### config.mk
export PLATFORM = sky130hd
export DESIGN_NAME = arp_tx_generator
export DESIGN_NICKNAME = d
export VERILOG_FILES = /design/src/rtl/arp_tx_generator.sv
export SDC_FILE = /design/constraint.sdc
export NUM_CORES = 1
export LEC_CHECK = 0
export ABC_CLOCK_PERIOD_IN_PS = 4280
export CELL_PAD_IN_SITES_DETAIL_PLACEMENT = 0
export CELL_PAD_IN_SITES_GLOBAL_PLACEMENT = 1
export CORE_AREA = 2 2 252 254
export CTS_CLUSTER_DIAMETER = 60
export DETAILED_ROUTE_END_ITERATION = 6
export DIE_AREA = 0 0 254 256
export GPL_TIMING_DRIVEN = 0
export MAX_ROUTING_LAYER = met4
export PLACE_DENSITY_LB_ADDON = 0.1
export SLEW_MARGIN = 15
export SYNTH_ARGS = -nofsm -noshare
export SYNTH_HDL_FRONTEND = slang
export SYNTH_SLANG_ARGS = --single-unit
export TNS_END_PERCENT = 30
### constraint.sdc
create_clock -name AXI_ACLK -period 4.28 [get_ports AXI_ACLK]
set_input_delay 0.856 -clock AXI_ACLK [delete_from_list [all_inputs] [get_ports AXI_ACLK]]
set_output_delay 0.856 -clock AXI_ACLK [all_outputs]
set_load 0.01 [all_outputs]
### src/rtl/arp_tx_generator.sv
// ARP frame transmitter: accepts one ARP request/reply descriptor per
// handshake and emits it as a 60-byte Ethernet frame over two 256-bit
// AXI-Stream beats. It also keeps per-type transmit counters.
module arp_tx_generator #(
  parameter int C_M_AXIS_DATA_WIDTH  = 256,
  parameter int C_M_AXIS_TUSER_WIDTH = 128,
  parameter int C_S_AXI_DATA_WIDTH   = 32,
  parameter int SRC_PORT_POS         = 16,
  parameter int DST_PORT_POS         = 24
) (
  input  logic                              AXI_ACLK,
  input  logic                              AXI_RESETN,
  input  logic                              req_valid,
  output logic                              req_ready,
  input  logic                              req_oper,
  input  logic [7:0]                        req_dst_port,
  input  logic [47:0]                       req_src_mac,
  input  logic [31:0]                       req_src_ip,
  input  logic [47:0]                       req_tgt_mac,
  input  logic [31:0]                       req_tgt_ip,
  output logic [C_M_AXIS_DATA_WIDTH-1:0]    M_AXIS_TDATA,
  output logic [C_M_AXIS_DATA_WIDTH/8-1:0]  M_AXIS_TSTRB,
  output logic [C_M_AXIS_TUSER_WIDTH-1:0]   M_AXIS_TUSER,
  output logic                              M_AXIS_TVALID,
  input  logic                              M_AXIS_TREADY,
  output logic                              M_AXIS_TLAST,
  output logic [C_S_AXI_DATA_WIDTH-1:0]     arp_req_count,
  output logic [C_S_AXI_DATA_WIDTH-1:0]     arp_reply_count
);

  localparam int SW = C_M_AXIS_DATA_WIDTH / 8;
  localparam logic [C_S_AXI_DATA_WIDTH-1:0] CNT_ONE = {{(C_S_AXI_DATA_WIDTH-1){1'b0}}, 1'b1};

  typedef enum logic [1:0] {
    S_IDLE  = 2'd0,
    S_BEAT0 = 2'd1,
    S_BEAT1 = 2'd2
  } state_t;

  state_t state_q, state_d;

  logic        rdy_en_q;
  logic        accept;
  logic        frame_done;

  logic        oper_q;
  logic [7:0]  port_q;
  logic [47:0] src_mac_q;
  logic [31:0] src_ip_q;
  logic [47:0] tgt_mac_q;
  logic [31:0] tgt_ip_q;

  logic [C_S_AXI_DATA_WIDTH-1:0] req_cnt_q, req_cnt_d;
  logic [C_S_AXI_DATA_WIDTH-1:0] rep_cnt_q, rep_cnt_d;

  logic [47:0]  dst_mac_w;
  logic [47:0]  arp_tmac_w;
  logic [15:0]  oper_code_w;
  logic [255:0] beat0_w;
  logic [255:0] beat1_w;
  logic [C_M_AXIS_TUSER_WIDTH-1:0] tuser_w;

  // A request broadcasts and leaves the target MAC unknown; a reply is unicast.
  assign dst_mac_w   = oper_q ? tgt_mac_q : 48'hFFFF_FFFF_FFFF;
  assign arp_tmac_w  = oper_q ? tgt_mac_q : 48'h0;
  assign oper_code_w = oper_q ? 16'h0002 : 16'h0001;

  // First byte on the wire sits in the most significant byte lane.
  assign beat0_w = {dst_mac_w, src_mac_q, 16'h0806, 16'h0001, 16'h0800,
                    8'h06, 8'h04, oper_code_w, src_mac_q, src_ip_q};
  assign beat1_w = {arp_tmac_w, tgt_ip_q, 176'h0};

  assign req_ready = (state_q == S_IDLE) && rdy_en_q;

  // Sideband: frame length, source port always zero, egress port from the request.
  always_comb begin
    tuser_w                     = '0;
    tuser_w[15:0]               = 16'd60;
    tuser_w[SRC_PORT_POS +: 8]  = 8'h00;
    tuser_w[DST_PORT_POS +: 8]  = port_q;
  end

  // Next-state and stream outputs; outputs are zero whenever no beat is offered.
  always_comb begin
    state_d       = state_q;
    accept        = 1'b0;
    frame_done    = 1'b0;
    M_AXIS_TVALID = 1'b0;
    M_AXIS_TLAST  = 1'b0;
    M_AXIS_TDATA  = '0;
    M_AXIS_TSTRB  = '0;
    M_AXIS_TUSER  = '0;
    case (state_q)
      S_IDLE: begin
        if (req_valid && rdy_en_q) begin
          accept  = 1'b1;
          state_d = S_BEAT0;
        end
      end
      S_BEAT0: begin
        M_AXIS_TVALID = 1'b1;
        M_AXIS_TDATA  = beat0_w;
        M_AXIS_TSTRB  = '1;
        M_AXIS_TUSER  = tuser_w;
        if (M_AXIS_TREADY) state_d = S_BEAT1;
      end
      S_BEAT1: begin
        M_AXIS_TVALID = 1'b1;
        M_AXIS_TLAST  = 1'b1;
        M_AXIS_TDATA  = beat1_w;
        M_AXIS_TSTRB  = {{(SW-4){1'b1}}, 4'h0};
        M_AXIS_TUSER  = tuser_w;
        if (M_AXIS_TREADY) begin
          state_d    = S_IDLE;
          frame_done = 1'b1;
        end
      end
      default: state_d = S_IDLE;
    endcase
  end

  // Counter next values: only a completed frame counts, by its latched type.
  always_comb begin
    req_cnt_d = req_cnt_q;
    rep_cnt_d = rep_cnt_q;
    if (frame_done) begin
      if (oper_q) rep_cnt_d = rep_cnt_q + CNT_ONE;
      else        req_cnt_d = req_cnt_q + CNT_ONE;
    end
  end

  // State, ready-enable and counters; reset abandons any frame in flight.
  always_ff @(posedge AXI_ACLK or negedge AXI_RESETN) begin
    if (!AXI_RESETN) begin
      state_q   <= S_IDLE;
      rdy_en_q  <= 1'b0;
      req_cnt_q <= '0;
      rep_cnt_q <= '0;
    end else begin
      state_q   <= state_d;
      rdy_en_q  <= 1'b1;
      req_cnt_q <= req_cnt_d;
      rep_cnt_q <= rep_cnt_d;
    end
  end

  // Descriptor capture on acceptance; held untouched for the whole frame.
  always_ff @(posedge AXI_ACLK) begin
    if (accept) begin
      oper_q    <= req_oper;
      port_q    <= req_dst_port;
      src_mac_q <= req_src_mac;
      src_ip_q  <= req_src_ip;
      tgt_mac_q <= req_tgt_mac;
      tgt_ip_q  <= req_tgt_ip;
    end
  end

  assign arp_req_count   = req_cnt_q;
  assign arp_reply_count = rep_cnt_q;

endmodule

==> results of run 1 <==
-- how the worst max path moves through the flow --
stage          depth (start not counted)                 to  slack [ns]       start
3_3_place_gp                           3          port_q[0]       -1.90   req_valid
3_5_place_dp                          10  M_AXIS_TDATA[242]       -0.71  state_q[0]
4_1_cts                                8  M_AXIS_TDATA[164]       0.007  state_q[0]
6_report                               9  M_AXIS_TDATA[239]        0.21  state_q[1]
5_1_grt                                9  M_AXIS_TDATA[254]       0.002  state_q[0]
2_1_floorplan                          2             oper_q        0.43   req_valid
-- registers in the layout, indices dropped and copies added (netlist names) --
name,count
tgt_mac_q,48
src_ip_q,32
tgt_ip_q,32
oper_q,1
arp_req_count,32
arp_reply_count,32
src_mac_q,48
port_q,8
state_q,2
rdy_en_q,1
-- what timing repair did --
item,in CTS,in global routing
gates resized for setup,13,5
pin swaps,1,0
buffers inserted,5,0
setup endpoints to repair,186,33
-- kinds of logic after synthesis --
| group | count (synthesis) | synth area share, % |
|---|---|---|
| and+or+nand+nor | 210 | 10.8 |
| DFF | 236 | 59.7 |
| other | 2 | 0.0665 |
| buffers and inverters | 336 | 19.3 |
| adders and majority gates | 5 | 0.554 |
| muxes | 2 | 0.199 |
| AOI/OAI and AO/OA | 85 | 4.50 |
| xor gates and xnor gates | 62 | 4.81 |
-- report_power, final --
part | internal (µW) | total [µW] | switching [µW]
Clock | 1910 | 3040 | 1120
Sequential | 2750 | 2840 | 97.6
Combinational | 2520 | 4780 | 2260
Total | 7180 | 10700 | 3480
-- routing by layer --
| layer | global-route usage, % | vias up | wire length [µm] |
|---|---|---|---|
| met4 | 4.10 | 0 | 881 |
| met5 | - | - | 0 |
| met2 | 23.2 | 349 | 22300 |
| met1 | 13.7 | 4014 | 15700 |
| li1 | - | 4198 | - |
| met3 | 4.48 | 49 | 3690 |
-- Yosys cell counts --
cell      number  area share [%]
a21boi_0       1           0.066
a21o_1        32             2.1
a21oi_1       50             2.2
and2_1        12            0.66
and3_1        90             5.0
and3b_1        1           0.078
and4_1         7            0.54
buf_1          2           0.066
buf_2          1           0.044
buf_4        246              16
clkbuf_1      34             1.1
conb_1         2           0.066
dfrtp_1       67              15
edfxtp_1     169              45
ha_1           5            0.55
inv_1         53             1.8
mux2_2         2            0.20
nand2_1       27            0.90
nand2b_1       2            0.11
nand3_1       25             1.1
nand4_1       16            0.89
nor2_1        12            0.40
nor2_2         2            0.11
nor2b_1        2            0.11
nor3_1         9            0.40
nor3_4         1            0.14
nor4_2         1            0.11
o21ai_0        2           0.089
or2_2          1           0.055
or3b_4         1            0.10
or4_4          1            0.10
xnor2_1       47             3.6
xor2_1        15             1.2
-- per-stage QoR --
stage	cells	total power [µW]
after floorplan	1123	4940
after global placement	2437	7670
after detailed placement	2443	7630
after CTS	2514	11000
after global routing	2517	11300
final	2517	10700
-- worst register-to-register path, cell delays in order (launching register included) --
cell and delay (ns):
dfrtp_1 0.41, inv_1 0.13, ha_4 0.18, and2_1 0.16, nand2_1 0.12, clkinvlp_4 0.50, buf_12 0.40, buf_12 0.20
buf_12 0.21
-- area by class of cell --
type                    instances  area (µm²)  area share (%)
clock inverters                17         175           0.912
clock buffers                  50        1060            5.50
plain buffers                 280        1990            10.4
flip-flops and latches        236        6750            35.1
repair buffers                479        4870            25.3
well taps                     846        1060            5.51
diodes                          5        12.5          0.0651
multi-input cells             551        3100            16.1
inverters                      53         203            1.06
==> flow_summary.ini, run 1 <==
[status]
status = complete, no violations

[pwr]
power_density_mw_per_mm2 = 555
leakagePower_uw = 0.00854
ir_worst_vdd_mv = 0.243

[detailed_routing]
vias = 8610
drt_wl_total_um = 42600
detail_route.wl_per_cell_um = 16.9
drc = 0
drt_iter0_drc = 322
ant_nets = 0
firstDrtPassIters = 5
avgViaCountPerCell = 3.42

[global_routing]
grt_max_degree = 51
antenna_found_initial = 6
grt_usage_pct = 13.2
first_global_vias = 8846
overflow = 0
grt_pass1_wl_um = 60800

[timing]
setup_slack_ns = 0.214
worst_hold_slack_ns = 0.209
max_freq_mhz = 246
maxSlewViolCount = 0
rsz0062_at_grt = false
setup_violations = 0
relSlewSlack_pct = 44.7
hold_viol = 0
tns_ns = 0
period_share_pct = 95.0
min_period_ns = 4.07
fin_worst_skew_ns = 0.0187
tightestPinTransition_ns = 0.823

[critical_path]
path_class = reg2out
reg2regPathDepth = 8
start_kind = flop
crit_family = buffers and inverters
crit_chain = inv_1 -> ha_4 -> buf_4 -> and2_1 -> a21oi_1 -> buf_2 -> buf_2 -> a21oi_1 -> clkdlybuf4s50_1
r2r_end = src_mac_q[42]
reg2reg_from = state_q[0]
reg2reg_slack_ns = 1.69
cp_max_fo = 10
required_ns = 3.42
worst_path_max_delay_cell = clkdlybuf4s50_1
crit_path_max_incr_delay_ns = 0.53
worst_setup_path_end_kind = output pin
path_buf_inv = 5
worstPathArrival_ns = 3.21

[finish]
drive_gt1_share_pct = 20.2
fillers = 6527
finish.instance_area_mm2 = 0.0192
final_common_cell = clkdlybuf4s50_1
fin_nets = 1816
most-common-layout-cells = clkdlybuf4s50_1, buf_4, conb_1
fin_util_pct = 30.8
area.growth.synth_to_final_pct = 70.0

[job]
cap_violations = 0

[floorplanning]
pin_count = 656
coreArea_mm2 = 0.0624
dieHeight_um = 256
rows = 92
initial_core_util_pct = 18.1
die_area_mm2 = 0.0650
chipWidth_um = 254

[worst_hold_path]
hold_path.class = in2async

[clock_tree]
cts_tree = yes
clockBufferDepth = 3
clkLatencyLatePin_ns = 0.53
cts-root-buf = clkbuf_16
cts_max_level = 2
clock_sinks = 236
holdBufCountCts = 0
cts_inserted_buffers = 37
clk_pin_slew_ns = 0.05

[synthesis]
synth_warnings = 0
synthCells = 938
avgSynthCellArea_um2 = 12.0
ys_types = 33
ys_seq_area_share_pct = 59.7
syn-cell-area_mm2 = 0.0113
ys_ff_latch = 236

[placed_design]
dp_slack_ns = -0.713
place_area_mm2 = 0.0179
io_buffers = 468
gp_congestion = 0.741
dpl.hpwl_um = 32700
No activity file was read; power rests on OpenSTA's default activity.
==> run 2, diff against run 1 <==
--- a/config.mk
+++ b/config.mk
@@ -12,7 +12,6 @@
 export CTS_CLUSTER_DIAMETER = 60
 export DETAILED_ROUTE_END_ITERATION = 6
 export DIE_AREA = 0 0 254 256
-export GPL_TIMING_DRIVEN = 0
 export MAX_ROUTING_LAYER = met4
 export PLACE_DENSITY_LB_ADDON = 0.1
 export SLEW_MARGIN = 15
==> run 2 against run 1 <==
  * Routed wire length is 4.6% lower
  * Largest cell class is now registers
  * Highest routed layer unchanged
  * Fmax is 1.5% higher
  * Final cell count is 11% lower
  * First-iteration DRC count is 25% lower
  * Combinational power is 15% lower
==> flow_summary.ini, run 2 (same netlist as run 1, synthesis figures left out) <==
[status]
status = complete, no violations

[clock_tree]
clkLatencyLatePin_ns = 0.55
cts_inserted_buffers = 36
clock_sinks = 236
cts-root-buf = clkbuf_16
cts_max_level = 2
clockBufferDepth = 3
cts_resized = 0
clk_pin_slew_ns = 0.06
cts_tree = yes
holdBufCountCts = 0

[critical_path]
reg2reg_slack_ns = 1.41
required_ns = 3.42
crit_path_max_incr_delay_ns = 0.60
crit_chain = inv_1 -> ha_4 -> and2_2 -> buf_4 -> a21o_1 -> clkdlybuf4s50_1
path_class = reg2out
reg2regPathDepth = 6
r2r_end = arp_req_count[28]
reg2reg_from = oper_q
worst_setup_path_end_kind = output pin
start_kind = flop
cp_max_fo = 32
worstPathArrival_ns = 3.15
worst_path_max_delay_cell = clkdlybuf4s50_1
path_depth = 6
crit_family = buffers and inverters
path_buf_inv = 3

[placed_design]
placed_cells = 2163
io_buffers = 469
dpl.hpwl_um = 28000
place_area_mm2 = 0.0159
gp_congestion = 0.731

[floorplanning]
chipWidth_um = 254
pin_count = 656
die_area_mm2 = 0.0650
rows = 92
dieHeight_um = 256
initial_core_util_pct = 18.1
coreArea_mm2 = 0.0624

[global_routing]
grt_usage_pct = 12.1
first_global_vias = 8092
grt_pass1_wl_um = 56100
grtUsageMet1_pct = 12.7
use_met2_pct = 20.1
grt_max_degree = 169
antenna_found_initial = 15
grt_use_met3_pct = 5.31
grt_busiest_layer = met2
overflow = 0

[worst_hold_path]
hold_path.class = in2async

[finish]
fin_util_pct = 27.5
fin_cells = 2246
finish.instance_area_mm2 = 0.0171
multiInputGateArea_mm2 = 0.00310
final_common_cell = clkdlybuf4s50_1
reg.largest.list = src_mac_q: 48 flops, tgt_mac_q: 48 flops
fin_nets = 1537
most-common-layout-cells = clkdlybuf4s50_1, conb_1, edfxtp_1
drive_gt1_share_pct = 5.41
regArea_mm2 = 0.00675
fillers = 6626
area.growth.synth_to_final_pct = 51.6

[timing]
max_freq_mhz = 250
tightestPinTransition_ns = 0.934
maxSlewViolCount = 0
hold_viol = 0
tns_ns = 0
fin_worst_skew_ns = 0.0248
relSlewSlack_pct = 37.7
min_period_ns = 4.01
period_share_pct = 93.6
setup_violations = 0
rsz0062_at_grt = false

[job]
cap_violations = 0

[detailed_routing]
drt_wl_total_um = 40700
firstDrtPassIters = 4
avgViaCountPerCell = 3.47
ant_nets = 0
drc = 0
detail_route.wl_per_cell_um = 18.1
drt_iter0_drc = 242
vias = 7795

[pwr]
ir_worst_vdd_mv = 0.321
power_density_mw_per_mm2 = 567
leakagePower_uw = 0.00709
-- run 2: per-stage QoR --
stage                     hold WS (ns)  power (µW)  setup WS, ns
after global routing             0.487       10300        0.0295
final                            0.467        9710         0.274
after detailed placement         0.468        6880         0.645
after floorplan                  0.500        4940         0.429
after CTS                        0.475        9820        0.0550
after global placement           0.463        6890         0.265
-- run 2: worst max path at each step --
stage	start	endpoint	slack (ns)
final	state_q[0]	M_AXIS_TDATA[205]	0.27
after global placement	state_q[0]	M_AXIS_TDATA[227]	0.27
after global routing	state_q[1]	M_AXIS_TDATA[237]	0.03
after floorplan	req_valid	oper_q	0.43
after detailed placement	state_q[0]	M_AXIS_TDATA[237]	0.65
after CTS	state_q[0]	M_AXIS_TDATA[237]	0.06
-- run 2: timing repair --
action                                  in CTS  in global routing
endpoints found under the setup margin       0                 18
hold endpoints to repair                     0                  0
buffers inserted                             0                  2
-- run 2: area by class of cell --
| type | instances | area share [%] |
|---|---|---|
| sequential | 236 | 39.4 |
| timing repair buffer | 480 | 28.4 |
| multi-input combinational | 552 | 18.1 |
| tap | 846 | 6.18 |
| clock buffer | 48 | 5.58 |
| inverter | 53 | 1.18 |
| clock inverter | 17 | 0.884 |
| antenna | 14 | 0.204 |
-- run 2: per-layer routing --
| metal | routed length, µm | vias to the layer above | part of all wire, % |
|---|---|---|---|
| met5 | 0 | - | 0 |
| met4 | 986 | 0 | 2.4 |
| met3 | 3990 | 51 | 9.8 |
| met2 | 20700 | 354 | 51 |
| met1 | 15000 | 3745 | 37 |
| li1 | - | 3645 | - |
-- run 2: where the power goes --
group | switching, µW | internal (µW) | leakage (µW)
sequential | 103 | 2750 | 0.00248
combinational | 2080 | 1960 | 0.00408
clock | 1120 | 1690 | 0.000533
